[config.mk]
export PLATFORM = sky130hd
export DESIGN_NAME = c1541_sd_arbiter
export DESIGN_NICKNAME = d
export VERILOG_FILES = /design/src/rtl/c1541_sd_arbiter.sv
export SDC_FILE = /design/constraint.sdc
export NUM_CORES = 1
export LEC_CHECK = 0
export BUFFER_PORTS_ARGS = -buffer_cell sky130_fd_sc_hd__buf_4
export CORE_ASPECT_RATIO = 0.6
export CORE_UTILIZATION = 47
export CTS_CLUSTER_SIZE = 10
export DETAILED_ROUTE_END_ITERATION = 6
export PLACE_DENSITY = 0.81
export SLEW_MARGIN = 20
export SYNTH_ARGS = -nofsm -noshare
export SYNTH_HDL_FRONTEND = slang
export SYNTH_SLANG_ARGS = --single-unit
[constraint.sdc]
create_clock -name clk -period 5.04 [get_ports clk]
set_input_delay 0.504 -clock clk [delete_from_list [all_inputs] [get_ports clk]]
set_output_delay 0.504 -clock clk [all_outputs]
set_load 0.05 [all_outputs]
[src/rtl/c1541_sd_arbiter.sv]
// Round-robin arbiter sharing one SD block-device request channel between drive track loaders.
// Optional ISSUE watchdog enabled by defining SD_ARB_TIMEOUT_EN.
module c1541_sd_arbiter #(
   parameter int NUM_DRIVES     = 2,
   parameter int DW             = 2,
   parameter int TIMEOUT_CYCLES = 2**24
) (
   input  logic                    clk,
   input  logic                    reset,
   input  logic [32*NUM_DRIVES-1:0] drv_lba,
   input  logic [6*NUM_DRIVES-1:0]  drv_blk_cnt,
   input  logic [NUM_DRIVES-1:0]    drv_rd,
   input  logic [NUM_DRIVES-1:0]    drv_wr,
   output logic [NUM_DRIVES-1:0]    drv_ack,
   output logic [31:0]              sd_lba,
   output logic [5:0]               sd_blk_cnt,
   output logic                     sd_rd,
   output logic                     sd_wr,
   input  logic                     sd_ack,
   output logic [DW-1:0]            sd_drive,
   output logic                     busy,
   output logic                     err_timeout
);

   typedef enum logic [1:0] {IDLE, ISSUE, XFER, GAP} state_t;

   state_t                  state, state_next;
   logic [DW-1:0]           last_grant, last_grant_next;
   logic [DW-1:0]           grant, sd_drive_next;
   logic                    any_req;
   logic [NUM_DRIVES-1:0]   req;
   logic                    sel_rd, sel_wr;
   logic [31:0]             sel_lba, sd_lba_next;
   logic [5:0]              sel_blk_cnt, sd_blk_cnt_next;
   logic                    sd_rd_next, sd_wr_next, busy_next;
   logic                    timeout_hit;

   generate
      if (NUM_DRIVES < 1 || NUM_DRIVES > 4 || (2**DW) < NUM_DRIVES || TIMEOUT_CYCLES < 1) begin : g_bad_params
         $error("c1541_sd_arbiter: illegal NUM_DRIVES/DW/TIMEOUT_CYCLES combination");
      end
   endgenerate

   assign req = drv_rd | drv_wr;

   // Scan starts one past the previous winner, so a drive that just finished is considered last.
   always_comb begin
      grant       = '0;
      any_req     = 1'b0;
      sel_rd      = 1'b0;
      sel_wr      = 1'b0;
      sel_lba     = '0;
      sel_blk_cnt = '0;
      for (int k = 1; k <= NUM_DRIVES; k++) begin
         for (int i = 0; i < NUM_DRIVES; i++) begin
            if (!any_req && req[i] && ((int'(last_grant) + k) % NUM_DRIVES) == i) begin
               grant   = DW'(i);
               any_req = 1'b1;
            end
         end
      end
      for (int i = 0; i < NUM_DRIVES; i++) begin
         if (grant == DW'(i)) begin
            sel_rd      = drv_rd[i];
            sel_wr      = drv_wr[i];
            sel_lba     = drv_lba[32*i +: 32];
            sel_blk_cnt = drv_blk_cnt[6*i +: 6];
         end
      end
   end

   always_comb begin
      state_next      = state;
      last_grant_next = last_grant;
      sd_drive_next   = sd_drive;
      sd_lba_next     = sd_lba;
      sd_blk_cnt_next = sd_blk_cnt;
      sd_rd_next      = sd_rd;
      sd_wr_next      = sd_wr;
      busy_next       = busy;
      case (state)
         IDLE: begin
            if (any_req) begin
               sd_drive_next   = grant;
               sd_lba_next     = sel_lba;
               sd_blk_cnt_next = sel_blk_cnt;
               sd_rd_next      = sel_rd;
               sd_wr_next      = ~sel_rd & sel_wr;
               busy_next       = 1'b1;
               last_grant_next = grant;
               state_next      = ISSUE;
            end
         end
         ISSUE: begin
            if (sd_ack) begin
               sd_rd_next = 1'b0;
               sd_wr_next = 1'b0;
               state_next = XFER;
            end else if (timeout_hit) begin
               sd_rd_next = 1'b0;
               sd_wr_next = 1'b0;
               state_next = GAP;
            end
         end
         XFER: begin
            if (!sd_ack) begin
               state_next = GAP;
            end
         end
         GAP: begin
            busy_next  = 1'b0;
            state_next = IDLE;
         end
         default: begin
            state_next = IDLE;
         end
      endcase
   end

   always_ff @(posedge clk) begin
      if (reset) begin
         state      <= IDLE;
         last_grant <= DW'(NUM_DRIVES - 1);
         sd_drive   <= '0;
         sd_lba     <= '0;
         sd_blk_cnt <= '0;
         sd_rd      <= 1'b0;
         sd_wr      <= 1'b0;
         busy       <= 1'b0;
      end else begin
         state      <= state_next;
         last_grant <= last_grant_next;
         sd_drive   <= sd_drive_next;
         sd_lba     <= sd_lba_next;
         sd_blk_cnt <= sd_blk_cnt_next;
         sd_rd      <= sd_rd_next;
         sd_wr      <= sd_wr_next;
         busy       <= busy_next;
      end
   end

   // Ack is routed combinationally so the loader sees its edges in the same cycles as the host.
   always_comb begin
      drv_ack = '0;
      for (int i = 0; i < NUM_DRIVES; i++) begin
         drv_ack[i] = sd_ack && (state == ISSUE || state == XFER) && (sd_drive == DW'(i));
      end
   end

`ifdef SD_ARB_TIMEOUT_EN
   localparam int CW = $clog2(TIMEOUT_CYCLES + 1);

   logic [CW-1:0] issue_cnt;
   logic          err_timeout_q;

   // Counter sits at zero outside ISSUE, so it effectively reloads on every ISSUE entry.
   always_ff @(posedge clk) begin
      if (reset) begin
         issue_cnt     <= '0;
         err_timeout_q <= 1'b0;
      end else begin
         issue_cnt     <= (state_next == ISSUE && state == ISSUE) ? issue_cnt + CW'(1) : '0;
         err_timeout_q <= timeout_hit;
      end
   end

   assign timeout_hit = (state == ISSUE) && !sd_ack && (issue_cnt == CW'(TIMEOUT_CYCLES - 1));
   assign err_timeout = err_timeout_q;
`else
   assign timeout_hit = 1'b0;
   assign err_timeout = 1'b0;
`endif

endmodule

==> results of run 1 <==
==> cells in the final DEF (no fill, tap or decap), types with 3 or more instances in the layout <==
cell type / n
sky130_fd_sc_hd__a311oi_1: 18
sky130_fd_sc_hd__a311oi_2: 20
sky130_fd_sc_hd__buf_4: 130
sky130_fd_sc_hd__clkbuf_1: 3
sky130_fd_sc_hd__clkbuf_8: 5
sky130_fd_sc_hd__dfxtp_1: 45
sky130_fd_sc_hd__ha_1: 5
sky130_fd_sc_hd__nand2_1: 5
sky130_fd_sc_hd__nand3_1: 38
sky130_fd_sc_hd__nor2_1: 42
sky130_fd_sc_hd__nor2b_1: 3
sky130_fd_sc_hd__o21ai_0: 38
==> power by group <==
group / leakage (nW) / internal (mW) / switching [mW]
combinational: 1.01 / 0.457 / 0.989
sequential: 0.374 / 0.516 / 0.0933
clock: 0.0395 / 0.0987 / 0.114
==> path summary, 6_finish.rpt <==
check,startpoint,end,depth (start not counted)
setup / recovery,state[0],sd_lba[24],6
hold / removal,drv_lba[42],sd_lba[10],3
setup reg to reg,state[0],sd_lba[24],6
hold reg to reg,sd_lba[14],sd_lba[14],2
==> worst max-delay path, cell delays in order (launching register included) <==
cell	delay, ps
sky130_fd_sc_hd__dfxtp_1	340
sky130_fd_sc_hd__inv_1	120
sky130_fd_sc_hd__ha_1	300
sky130_fd_sc_hd__o41a_2	710
sky130_fd_sc_hd__buf_4	520
sky130_fd_sc_hd__nor2_1	110
sky130_fd_sc_hd__a311oi_2	260
==> layer usage <==
metal / share of wire / vias up
met2: 0.44 / 118
met1: 0.45 / 1142
met4: 0.0027 / 0
met5: 0 / -
li1: - / 1226
met3: 0.11 / 2
==> through the flow <==
stage / cells / util / instance area, um2 / setup WS (ps) / hold WS (ps)
5_1_grt: 443 / 0.714 / 3340 / 2340 / 495
4_1_cts: 443 / 0.713 / 3340 / 2590 / 490
2_1_floorplan: 275 / - / 2360 / 3130 / 453
3_3_place_gp: 435 / 0.696 / 3260 / 2710 / 473
3_5_place_dp: 435 / 0.696 / 3260 / 2590 / 488
6_report: 443 / 0.714 / 3340 / 2600 / 495
==> kinds of logic after synthesis <==
logic type / after synthesis / share of synthesized area
adder cells (fa/ha/maj): 5 / 0.0266
AND/OR/NAND/NOR: 96 / 0.183
AO/OA/AOI/OAI: 90 / 0.326
buffers and inverters: 35 / 0.0712
multiplexers: 2 / 0.00903
flip-flops: 45 / 0.383
other: 1 / 0.00159
==> flip-flops by register name, summed over array words and instances, names as in the netlist <==
name	cells
busy	1
last_grant	1
sd_blk_cnt	6
sd_drive	1
sd_lba	32
sd_rd	1
sd_wr	1
state	2
==> final cells by class <==
cell class | instances | share of cell area
Multi-Input combinational cell | 195 | 0.389
Timing Repair Buffer | 130 | 0.292
Sequential cell | 45 | 0.270
Clock buffer | 8 | 0.0240
Tap cell | 63 | 0.0236
Inverter | 2 | 0.00225
==> impl_metrics.prom, run 1 <==
# TYPE chip_impl_metric gauge
chip_impl_metric{name="floorplan.core_area",unit="um2"} 4680
chip_impl_metric{name="ys_seq_elements",unit=""} 45
chip_impl_metric{name="postCtsHoldBufs",unit=""} 0
chip_impl_metric{name="drt_drc_violations_left",unit=""} 0
chip_impl_metric{name="routabilityCongestion",unit=""} 0.843
chip_impl_metric{name="floorplan.die.height",unit="um"} 56.8
chip_impl_info{name="post_synth_main_area_contributors",value="sky130_fd_sc_hd__dfxtp_1, sky130_fd_sc_hd__a311oi_2, sky130_fd_sc_hd__nand3_1, sky130_fd_sc_hd__o21ai_0, sky130_fd_sc_hd__nor2_1"} 1
chip_impl_metric{name="ant_nets",unit=""} 0
chip_impl_metric{name="synthArstFlopShare",unit=""} 0
chip_impl_info{name="post-synth-top-count-cell",value="sky130_fd_sc_hd__dfxtp_1"} 1
chip_impl_metric{name="ff_latch_area",unit="um2"} 901
chip_impl_metric{name="worst_ir_drop_vdd",unit="uV"} 350
chip_impl_metric{name="post-dp-hpwl",unit="um"} 4700
chip_impl_info{name="gr-max-usage-layer",value="met2"} 1
chip_impl_metric{name="worstPathRequired",unit="ps"} 5240
chip_impl_info{name="min_path_type",value="in2reg"} 1
chip_impl_info{name="ys_dominant_reg_cell",value="sky130_fd_sc_hd__dfxtp_1"} 1
chip_impl_info{name="grt_setup_unrepaired",value="no"} 1
chip_impl_metric{name="critical_path_peak_fanout",unit=""} 44
chip_impl_metric{name="post_synth_instance_area",unit="um2"} 2350
chip_impl_metric{name="die_x",unit="um"} 93.4
chip_impl_metric{name="yosys.cell_types.count",unit=""} 36
chip_impl_metric{name="post_cts_buffers",unit=""} 0
chip_impl_metric{name="grt_first_pass_wirelength",unit="um"} 10800
chip_impl_metric{name="avgRoutedWirePerCell",unit="um"} 15.1
chip_impl_metric{name="globalRouteOverflowTotal",unit=""} 0
chip_impl_metric{name="synth-seq-area-share",unit=""} 0.383
chip_impl_metric{name="worst_slew_pin_slew",unit="ps"} 758
chip_impl_metric{name="period_needed",unit="ps"} 2440
chip_impl_metric{name="cellLeakagePower",unit="nW"} 1.43
chip_impl_metric{name="grt_max_degree",unit=""} 49
chip_impl_metric{name="num_antenna_cells",unit=""} 0
chip_impl_metric{name="first_global_vias",unit=""} 2261
chip_impl_metric{name="use_met3",unit=""} 0.0799
chip_impl_info{name="tritoncts",value="done"} 1
chip_impl_metric{name="synth_warnings",unit=""} 0
chip_impl_metric{name="final_layout_size_suffix_gt1_frac",unit=""} 0.421
chip_impl_metric{name="timing.fmax",unit="MHz"} 410
chip_impl_metric{name="setup_viol",unit=""} 0
chip_impl_metric{name="cts_max_level",unit=""} 2
chip_impl_metric{name="syn2layout_area_growth",unit="%"} 41.9
chip_impl_metric{name="initial_util",unit=""} 0.503
chip_impl_metric{name="synth_top_cell_area_share",unit=""} 0.383
chip_impl_metric{name="critPathArrivalTime",unit="ps"} 2640
chip_impl_metric{name="finalClockSkew",unit="ps"} 2.79
chip_impl_metric{name="timing.setup.tns",unit="ps"} 0
chip_impl_metric{name="slew_violations",unit=""} 0
chip_impl_metric{name="clock_latency",unit="ps"} 290
chip_impl_metric{name="finalNetCount",unit=""} 467
chip_impl_metric{name="cts-buffers-inserted",unit=""} 5
chip_impl_metric{name="power.density_cell_area",unit="nW/um2"} 679
chip_impl_metric{name="gr-usage-all-layers",unit=""} 0.259
chip_impl_metric{name="grt_antenna_before_repair",unit=""} 0
chip_impl_metric{name="drtPass1Iterations",unit=""} 5
chip_impl_metric{name="maxSlewHeadroom",unit=""} 0.495
chip_impl_metric{name="footprint_of_the_multi_input_gates",unit="um2"} 1300
chip_impl_info{name="crit_path_end_kind",value="flop"} 1
chip_impl_metric{name="fp.dieArea",unit="um2"} 5310
chip_impl_metric{name="total_power",unit="mW"} 2.27
chip_impl_info{name="synth_area_leader_cell",value="sky130_fd_sc_hd__dfxtp_1"} 1
chip_impl_metric{name="clkSlewWorstSetupHoldPaths",unit="ps"} 80
chip_impl_metric{name="detailedRoute.firstIterationViolations",unit=""} 103
chip_impl_metric{name="cts-resized-gates",unit=""} 0
chip_impl_metric{name="nFillCells",unit=""} 385
chip_impl_metric{name="pin_count",unit=""} 129
chip_impl_metric{name="synthesis.instances",unit=""} 274
chip_impl_info{name="cell_types_with_the_highest_counts_after_synthesis",value="sky130_fd_sc_hd__dfxtp_1, sky130_fd_sc_hd__nor2_1, sky130_fd_sc_hd__nand3_1, sky130_fd_sc_hd__o21ai_0, sky130_fd_sc_hd__clkbuf_1"} 1
chip_impl_metric{name="timing_hold_violations_final",unit=""} 0
chip_impl_metric{name="port_buffers",unit=""} 126
chip_impl_metric{name="layout_worst_path_cycle_share",unit=""} 0.484
chip_impl_metric{name="drv_cap",unit=""} 0
chip_impl_metric{name="cts_max_path_buffers",unit=""} 2
chip_impl_metric{name="synth_enable_flop_cells",unit=""} 0
chip_impl_metric{name="global_routing_met2_resource_utilization",unit=""} 0.387
chip_impl_info{name="cp-start-kind",value="flop"} 1
chip_impl_metric{name="vias_per_cell",unit=""} 5.62
chip_impl_metric{name="grtUsageMet1",unit=""} 0.365
chip_impl_info{name="clock_tree.root_cell",value="sky130_fd_sc_hd__clkbuf_8"} 1
chip_impl_metric{name="cts.sink_count",unit=""} 45
chip_impl_metric{name="route.vias.total",unit=""} 2488
chip_impl_metric{name="rrSetupSlack",unit="ps"} 2600
chip_impl_metric{name="rows",unit=""} 19
chip_impl_metric{name="total_wirelength_of_the_detailed_routed_design",unit="um"} 6700
chip_impl_metric{name="avgSynthCellArea",unit="um2"} 8.59
chip_impl_info{name="criticalPathCategory",value="reg2reg"} 1
chip_impl_info{name="status",value="finished clean"} 1
(Power assumes the default switching activity.)
==> inputs of run 2 (changes only) <==
- ABC_AREA: unset -> 1
- CORE_UTILIZATION: 47 -> 46
- PLACE_DENSITY: 0.81 -> 0.78
- clock period: 5.04 -> 2.4 ns (I/O delays scaled with it)
==> run 2 against run 1 <==
The run now ends with design-rule violations left. Worst hold slack worse by 360 ps. Maximum frequency up 41%. Die area up 9.2%. Clock power up 110%. Synthesized area up 7.2%. Flip-flop and latch count unchanged. Largest cell class unchanged.
==> impl_metrics.prom, run 2 <==
# TYPE chip_impl_metric gauge
chip_impl_metric{name="synth_enable_flop_cells",unit=""} 0
chip_impl_metric{name="pre_cts_ws",unit="ps"} 661
chip_impl_info{name="registers.top_by_ff_count",value="sd_lba"} 1
chip_impl_metric{name="post_synth_instance_area",unit="um2"} 2520
chip_impl_info{name="mostFrequentLayoutCell",value="sky130_fd_sc_hd__buf_4"} 1
chip_impl_metric{name="p_comb_frac",unit=""} 0.636
chip_impl_info{name="tritoncts",value="done"} 1
chip_impl_metric{name="synthArstFlopShare",unit=""} 0
chip_impl_metric{name="die_x",unit="um"} 97.6
chip_impl_metric{name="rows",unit=""} 20
chip_impl_metric{name="total_power",unit="mW"} 4.66
chip_impl_metric{name="worst_slew_pin_slew",unit="ps"} 621
chip_impl_metric{name="cts-buffers-inserted",unit=""} 5
chip_impl_metric{name="drtPass1Iterations",unit=""} 7
chip_impl_metric{name="syn2layout_area_growth",unit="%"} 38.6
chip_impl_metric{name="yosys.cell_types.count",unit=""} 25
chip_impl_info{name="violated_checks",value="design-rule violations"} 1
chip_impl_metric{name="vias_per_cell",unit=""} 4.57
chip_impl_metric{name="post_cts_buffers",unit=""} 0
chip_impl_metric{name="clock_latency",unit="ps"} 290
chip_impl_metric{name="grt_antenna_before_repair",unit=""} 0
chip_impl_info{name="whs_endpoint",value="sd_drive[0]"} 1
chip_impl_metric{name="maxSlewHeadroom",unit=""} 0.586
chip_impl_info{name="criticalPathCategory",value="reg2reg"} 1
chip_impl_metric{name="post-dp-hpwl",unit="um"} 4510
chip_impl_metric{name="port_buffers",unit=""} 126
chip_impl_info{name="status",value="complete, but fails checks"} 1
chip_impl_metric{name="setup_viol",unit=""} 0
chip_impl_metric{name="floorplan.die.height",unit="um"} 59.4
chip_impl_metric{name="critPathArrivalTime",unit="ps"} 1920
chip_impl_info{name="crit-reg2reg-launch",value="state[0]"} 1
chip_impl_metric{name="clkSlewWorstSetupHoldPaths",unit="ps"} 80
chip_impl_metric{name="worstPathRequired",unit="ps"} 2590
chip_impl_info{name="min_path_type",value="in2reg"} 1
chip_impl_metric{name="synth_warnings",unit=""} 0
chip_impl_metric{name="ys_seq_elements",unit=""} 45
chip_impl_info{name="reg.largest.list",value="sd_lba: 32 flops, sd_blk_cnt: 6 flops, state: 2 flops"} 1
chip_impl_metric{name="cts.sink_count",unit=""} 45
chip_impl_info{name="synth_area_leader_cell",value="sky130_fd_sc_hd__dfxtp_1"} 1
chip_impl_metric{name="synth_top_cell_area_share",unit=""} 0.357
chip_impl_metric{name="postCtsHoldBufs",unit=""} 0
chip_impl_metric{name="pin_count",unit=""} 129
chip_impl_metric{name="first_global_vias",unit=""} 2399
chip_impl_metric{name="globalRouteOverflowTotal",unit=""} 0
chip_impl_metric{name="gr-usage-all-layers",unit=""} 0.223
chip_impl_metric{name="floorplan.core_area",unit="um2"} 5180
chip_impl_metric{name="worst_ir_drop_vdd",unit="uV"} 668
chip_impl_metric{name="drv_cap",unit=""} 0
chip_impl_metric{name="detailedRoute.firstIterationViolations",unit=""} 87
chip_impl_info{name="crit_path_end_kind",value="flop"} 1
chip_impl_info{name="mostFrequentLayoutCells",value="sky130_fd_sc_hd__buf_4, sky130_fd_sc_hd__nand2_1, sky130_fd_sc_hd__nor2_1"} 1
chip_impl_metric{name="total_wirelength_of_the_detailed_routed_design",unit="um"} 6090
chip_impl_metric{name="fp.dieArea",unit="um2"} 5800
chip_impl_info{name="cell_types_with_the_highest_counts_after_synthesis",value="sky130_fd_sc_hd__nand2_1, sky130_fd_sc_hd__nor2_1, sky130_fd_sc_hd__dfxtp_1, sky130_fd_sc_hd__inv_1, sky130_fd_sc_hd__o21ai_0"} 1
chip_impl_metric{name="cts_max_level",unit=""} 2
chip_impl_metric{name="routabilityCongestion",unit=""} 0.840
chip_impl_info{name="clock_tree.root_cell",value="sky130_fd_sc_hd__clkbuf_8"} 1
chip_impl_metric{name="synthesis.instances",unit=""} 390
chip_impl_metric{name="timing.final.ws_setup",unit="ps"} 664
chip_impl_metric{name="ff_latch_area",unit="um2"} 901
chip_impl_metric{name="largest_reg_flops",unit=""} 32
chip_impl_metric{name="footprint_of_the_multi_input_gates",unit="um2"} 1260
chip_impl_metric{name="avgSynthCellArea",unit="um2"} 6.47
chip_impl_metric{name="drt_drc_violations_left",unit=""} 20
chip_impl_info{name="grt_setup_unrepaired",value="no"} 1
chip_impl_metric{name="power.share.switching",unit=""} 0.535
chip_impl_metric{name="cellLeakagePower",unit="nW"} 1.89
chip_impl_metric{name="power.sequential.fraction",unit=""} 0.268
chip_impl_metric{name="synth-seq-area-share",unit=""} 0.357
chip_impl_metric{name="net-switching-power",unit="mW"} 2.49
chip_impl_metric{name="power.share.clock",unit=""} 0.096
chip_impl_metric{name="finalNetCount",unit=""} 593
chip_impl_metric{name="critical_path_peak_fanout",unit=""} 77
chip_impl_metric{name="finalClockSkew",unit="ps"} 3.24
chip_impl_metric{name="cts_max_path_buffers",unit=""} 2
chip_impl_info{name="worstReg2RegEnd",value="sd_lba[25]"} 1
chip_impl_metric{name="period_needed",unit="ps"} 1740
chip_impl_metric{name="nFillCells",unit=""} 453
chip_impl_metric{name="ant_nets",unit=""} 0
chip_impl_info{name="hold_start",value="reset"} 1
chip_impl_metric{name="avgRoutedWirePerCell",unit="um"} 10.6
chip_impl_metric{name="layout_worst_path_cycle_share",unit=""} 0.723
chip_impl_info{name="ys_dominant_reg_cell",value="sky130_fd_sc_hd__dfxtp_1"} 1
chip_impl_metric{name="num_antenna_cells",unit=""} 0
chip_impl_metric{name="ff2ff_path_depth",unit=""} 7
chip_impl_metric{name="route.vias.total",unit=""} 2612
chip_impl_metric{name="power.density_cell_area",unit="nW/um2"} 1330
chip_impl_metric{name="timing.setup.tns",unit="ps"} 0
chip_impl_metric{name="slew_violations",unit=""} 0
chip_impl_metric{name="grt_first_pass_wirelength",unit="um"} 10300
chip_impl_metric{name="timing.fmax",unit="MHz"} 576
chip_impl_metric{name="initial_util",unit=""} 0.487
chip_impl_metric{name="cts-resized-gates",unit=""} 0
chip_impl_metric{name="cellInternalPower",unit="mW"} 2.17
chip_impl_metric{name="worstHoldPathCells",unit=""} 2
chip_impl_metric{name="grt_max_degree",unit=""} 78
chip_impl_metric{name="timing_hold_violations_final",unit=""} 0
chip_impl_info{name="cp-start-kind",value="flop"} 1
chip_impl_metric{name="final_layout_size_suffix_gt1_frac",unit=""} 0.348
chip_impl_info{name="post_synth_main_area_contributors",value="sky130_fd_sc_hd__dfxtp_1, sky130_fd_sc_hd__nand2_1, sky130_fd_sc_hd__nor2_1, sky130_fd_sc_hd__o21ai_0, sky130_fd_sc_hd__nor2_2"} 1
chip_impl_metric{name="rrSetupSlack",unit="ps"} 660
-- run 2: cell types whose count changed after synthesis, moves of 3 or more --
| cell | change |
|---|---|
| sky130_fd_sc_hd__nand3_1 | -32 |
| sky130_fd_sc_hd__nor2b_1 | -3 |
| sky130_fd_sc_hd__inv_1 | +43 |
| sky130_fd_sc_hd__nor2_1 | +48 |
| sky130_fd_sc_hd__a311oi_1 | -18 |
| sky130_fd_sc_hd__a21oi_1 | +3 |
| sky130_fd_sc_hd__clkbuf_1 | -19 |
| sky130_fd_sc_hd__nor2_2 | +30 |
| sky130_fd_sc_hd__buf_2 | +4 |
| sky130_fd_sc_hd__nand2_1 | +86 |
| sky130_fd_sc_hd__a311oi_2 | -20 |
-- run 2: layout make-up --
cell class | instances | share of cell area
well taps | 66 | 0.0236
flip-flops and latches | 45 | 0.258
clock inverters | 2 | 0.00286
clock buffers | 6 | 0.0208
multi-input cells | 276 | 0.362
inverters | 48 | 0.0530
repair buffers | 129 | 0.281
-- run 2: metal layers --
layer / track usage / wire length [um] / share of wire / vias up
met5: 0 / 0 / 0 / -
li1: - / - / - / 1387
met1: 0.286 / 2790 / 0.46 / 1121
met3: 0.0778 / 658 / 0.11 / 6
met2: 0.364 / 2580 / 0.42 / 98
met4: 0.0563 / 53 / 0.0087 / 0
-- run 2: cells by family (layout without fill, tap and decap cells) --
logic type | after synthesis | count (layout) | share of synthesized area
AOI/OAI and AO/OA | 45 | 45 | 0.0962
adders and majority gates | 5 | 5 | 0.0248
buffers and inverters | 70 | 185 | 0.143
DFF | 45 | 45 | 0.357
other | 1 | 2 | 0.00149
and+or+nand+nor | 224 | 224 | 0.377
-- run 2: through the flow --
stage	hold slack (ps)	util	area [um2]	instances
after floorplan	302	-	2530	391
after global placement	443	0.659	3410	564
after detailed placement	443	0.659	3410	564
after CTS	133	0.675	3500	572
after global routing	126	0.675	3500	572
final	138	0.675	3500	572
-- run 2: power groups by stage --
stage	Clock (mW)	Combinational [mW]	Sequential [mW]
6_report	0.448	2.96	1.25
5_1_grt	0.496	3.22	1.29
4_1_cts	0.462	2.99	1.25
3_5_place_dp	0	2.98	1.26
3_3_place_gp	0	2.92	1.25
2_1_floorplan	0	1.27	2.28
-- run 2: worst max-delay path by stage --
stage / from / to / slack (ps)
CTS: state[0] / sd_lba[25] / 650
floorplan: state[0] / drv_ack[0] / 750
detailed placement: state[0] / sd_lba[25] / 660
global placement: state[0] / sd_blk_cnt[1] / 770
global route: state[1] / sd_lba[19] / 440
finish: state[0] / sd_lba[25] / 660
-- run 2: worst max-delay path, cell delays in order (launching register included) --
cell and delay (ps):
sky130_fd_sc_hd__dfxtp_1 340, sky130_fd_sc_hd__inv_1 130, sky130_fd_sc_hd__ha_1 300, sky130_fd_sc_hd__nand2_4 100, sky130_fd_sc_hd__inv_4 460, sky130_fd_sc_hd__nand2_1 130
sky130_fd_sc_hd__nor2_1 130, sky130_fd_sc_hd__nor2_1 50
==> inputs of run 3 (changes only) <==
- ABC_AREA: 1 -> 0
- CORE_UTILIZATION: 46 -> 40
- PLACE_DENSITY: 0.78 -> 0.73
- clock period: 2.4 -> 1.4 ns (I/O delays scaled with it)
==> run 3 against run 2 <==
The run ends with negative setup slack left. Routed wire length increased by 32%. Setup slack got worse by 720 ps. Clock skew increased by 5.5 ps. Critical path depth decreased by 3. Clock power increased by 78%. Sequential share of layout area decreased by 2.2 points. Cell area increased by 10%. Cell count decreased by 15%. Utilization increased by 1.0 points. Flip-flop and latch count unchanged.
==> impl_metrics.prom, run 3 (same netlist as run 1, synthesis figures left out) <==
# TYPE chip_impl_metric gauge
chip_impl_metric{name="drt_drc_violations_left",unit=""} 0
chip_impl_info{name="min_path_type",value="in2reg"} 1
chip_impl_metric{name="cts_max_path_buffers",unit=""} 2
chip_impl_metric{name="cellLeakagePower",unit="nW"} 1.65
chip_impl_info{name="mostFrequentLayoutCells",value="sky130_fd_sc_hd__buf_4, sky130_fd_sc_hd__dfxtp_1, sky130_fd_sc_hd__nor2_1"} 1
chip_impl_metric{name="route.vias.total",unit=""} 2724
chip_impl_metric{name="initial_util",unit=""} 0.419
chip_impl_metric{name="power.density_cell_area",unit="nW/um2"} 2510
chip_impl_metric{name="globalRouteOverflowTotal",unit=""} 0
chip_impl_metric{name="post-dp-hpwl",unit="um"} 5100
chip_impl_metric{name="gr-usage-all-layers",unit=""} 0.246
chip_impl_info{name="clock_tree.root_cell",value="sky130_fd_sc_hd__clkbuf_8"} 1
chip_impl_metric{name="number_of_cells_in_the_design_after_placement",unit=""} 468
chip_impl_metric{name="timing.fmax",unit="MHz"} 685
chip_impl_metric{name="worstPathRequired",unit="ps"} 1260
chip_impl_metric{name="die_x",unit="um"} 101
chip_impl_metric{name="worst_ir_drop_vdd",unit="uV"} 1360
chip_impl_metric{name="footprint_of_the_multi_input_gates",unit="um2"} 1370
chip_impl_metric{name="clkSlewWorstSetupHoldPaths",unit="ps"} 90
chip_impl_metric{name="layout_worst_path_cycle_share",unit=""} 1.04
chip_impl_metric{name="pre_cts_ws",unit="ps"} -79.7
chip_impl_metric{name="final_cells",unit=""} 486
chip_impl_metric{name="timing.final.ws_setup",unit="ps"} -58.9
chip_impl_metric{name="largest_reg_flops",unit=""} 32
chip_impl_metric{name="nFillCells",unit=""} 467
chip_impl_info{name="grt_setup_unrepaired",value="yes"} 1
chip_impl_metric{name="grt_antenna_before_repair",unit=""} 0
chip_impl_info{name="tritoncts",value="done"} 1
chip_impl_metric{name="ff_latch_area",unit="um2"} 906
chip_impl_metric{name="final_layout_size_suffix_gt1_frac",unit=""} 0.495
chip_impl_metric{name="avgRoutedWirePerCell",unit="um"} 16.5
chip_impl_info{name="reg.largest.list",value="sd_lba: 32 flops, sd_blk_cnt: 6 flops, state: 2 flops"} 1
chip_impl_metric{name="detailedRoute.firstIterationViolations",unit=""} 120
chip_impl_metric{name="period_needed",unit="ps"} 1460
chip_impl_metric{name="fp.dieArea",unit="um2"} 6210
chip_impl_metric{name="vias_per_cell",unit=""} 5.60
chip_impl_info{name="cp-start-kind",value="flop"} 1
chip_impl_metric{name="drv_cap",unit=""} 0
chip_impl_metric{name="pin_count",unit=""} 129
chip_impl_metric{name="setup_viol",unit=""} 21
chip_impl_metric{name="critical_path_peak_fanout",unit=""} 3
chip_impl_metric{name="finalNetCount",unit=""} 493
chip_impl_metric{name="finalClockSkew",unit="ps"} 8.79
chip_impl_metric{name="drtPass1Iterations",unit=""} 4
chip_impl_metric{name="timing_hold_violations_final",unit=""} 0
chip_impl_metric{name="routabilityCongestion",unit=""} 0.750
chip_impl_metric{name="cts.sink_count",unit=""} 45
chip_impl_metric{name="grt_first_pass_wirelength",unit="um"} 11700
chip_impl_metric{name="ant_nets",unit=""} 0
chip_impl_metric{name="total_wirelength_of_the_detailed_routed_design",unit="um"} 8040
chip_impl_metric{name="cts_max_level",unit=""} 2
chip_impl_info{name="status",value="complete, but fails checks"} 1
chip_impl_metric{name="rows",unit=""} 21
chip_impl_metric{name="total_power",unit="mW"} 9.66
chip_impl_metric{name="port_buffers",unit=""} 126
chip_impl_metric{name="critPathArrivalTime",unit="ps"} 1320
chip_impl_info{name="registers.top_by_ff_count",value="sd_lba"} 1
chip_impl_metric{name="grt_max_degree",unit=""} 41
chip_impl_metric{name="placedInstanceArea",unit="um2"} 3500
chip_impl_metric{name="clock_latency",unit="ps"} 300
chip_impl_metric{name="floorplan.die.height",unit="um"} 61.4
chip_impl_metric{name="floorplan.core_area",unit="um2"} 5620
chip_impl_metric{name="syn2layout_area_growth",unit="%"} 63.6
chip_impl_info{name="violated_checks",value="negative setup slack"} 1
chip_impl_metric{name="cts-buffers-inserted",unit=""} 5
chip_impl_info{name="crit_path_end_kind",value="primary output"} 1
chip_impl_metric{name="fin_util",unit=""} 0.685
chip_impl_info{name="mostFrequentLayoutCell",value="sky130_fd_sc_hd__buf_4"} 1
chip_impl_metric{name="num_antenna_cells",unit=""} 0
chip_impl_metric{name="slew_violations",unit=""} 0
chip_impl_metric{name="final_cell_area",unit="um2"} 3850
chip_impl_metric{name="first_global_vias",unit=""} 2467
chip_impl_info{name="criticalPathCategory",value="reg2out"} 1
==> run 3: changes by cell type in the layout (fill, tap and decap cells not counted), moves of 4 or more <==
cell / before / now
sky130_fd_sc_hd__clkbuf_16: 0 / 4
sky130_fd_sc_hd__nor2_2: 30 / 2
sky130_fd_sc_hd__buf_4: 128 / 140
sky130_fd_sc_hd__buf_12: 1 / 7
sky130_fd_sc_hd__inv_1: 45 / 0
sky130_fd_sc_hd__nor2_1: 91 / 40
sky130_fd_sc_hd__a311oi_2: 0 / 23
sky130_fd_sc_hd__a311oi_1: 0 / 15
sky130_fd_sc_hd__nand3_1: 6 / 38
sky130_fd_sc_hd__nand2_1: 91 / 4
==> run 3: layout make-up <==
class                           instances  share of cell area
Timing Repair Buffer                  156               0.359
Sequential cell                        45               0.235
Clock inverter                          2             0.00260
Tap cell                               80              0.0260
Clock buffer                            6              0.0188
Multi-Input combinational cell        195               0.356
Inverter                                2             0.00260
==> run 3: power breakdown <==
part	switching, mW	internal (mW)
Clock	0.449	0.347
Sequential	0.335	1.87
Combinational	3.99	2.67
==> run 3: path summary, 6_finish.rpt <==
path	from	to	slack, ps	depth (start not counted)
setup / recovery	state[0]	drv_ack[1]	-60	4
hold / removal	reset	state[0]	90	2
setup reg to reg	state[0]	sd_lba[5]	-50	6
hold reg to reg	sd_wr	sd_wr	490	1
==> run 3: layer usage <==
metal / vias up / part of all wire / global-route usage
li1: 1287 / - / -
met3: 5 / 0.10 / 0.0760
met1: 1305 / 0.43 / 0.319
met4: 0 / 0.0040 / 0.0600
met2: 127 / 0.47 / 0.410
met5: - / 0 / 0
==> run 3: repair_timing <==
item,in CTS,in global routing
gates cloned,2,4
gates resized for setup,8,12
setup endpoints to repair,42,36
pin swaps,2,14
hold buffers,0,0
setup buffers,2,2
==> run 3: metrics by stage <==
step | hold WS, ps | setup TNS (ps)
finish | 85.8 | -396
global route | 91.5 | -2260
CTS | 93.3 | -145
detailed placement | 414 | -1190
global placement | 409 | -38.3
floorplan | 314 | 0
==> run 3: worst max-delay path: stages (launching register included) <==
cell and delay [ps]:
sky130_fd_sc_hd__dfxtp_4 380, sky130_fd_sc_hd__inv_4 50, sky130_fd_sc_hd__ha_4 270, sky130_fd_sc_hd__and3_4 180, sky130_fd_sc_hd__buf_8 140
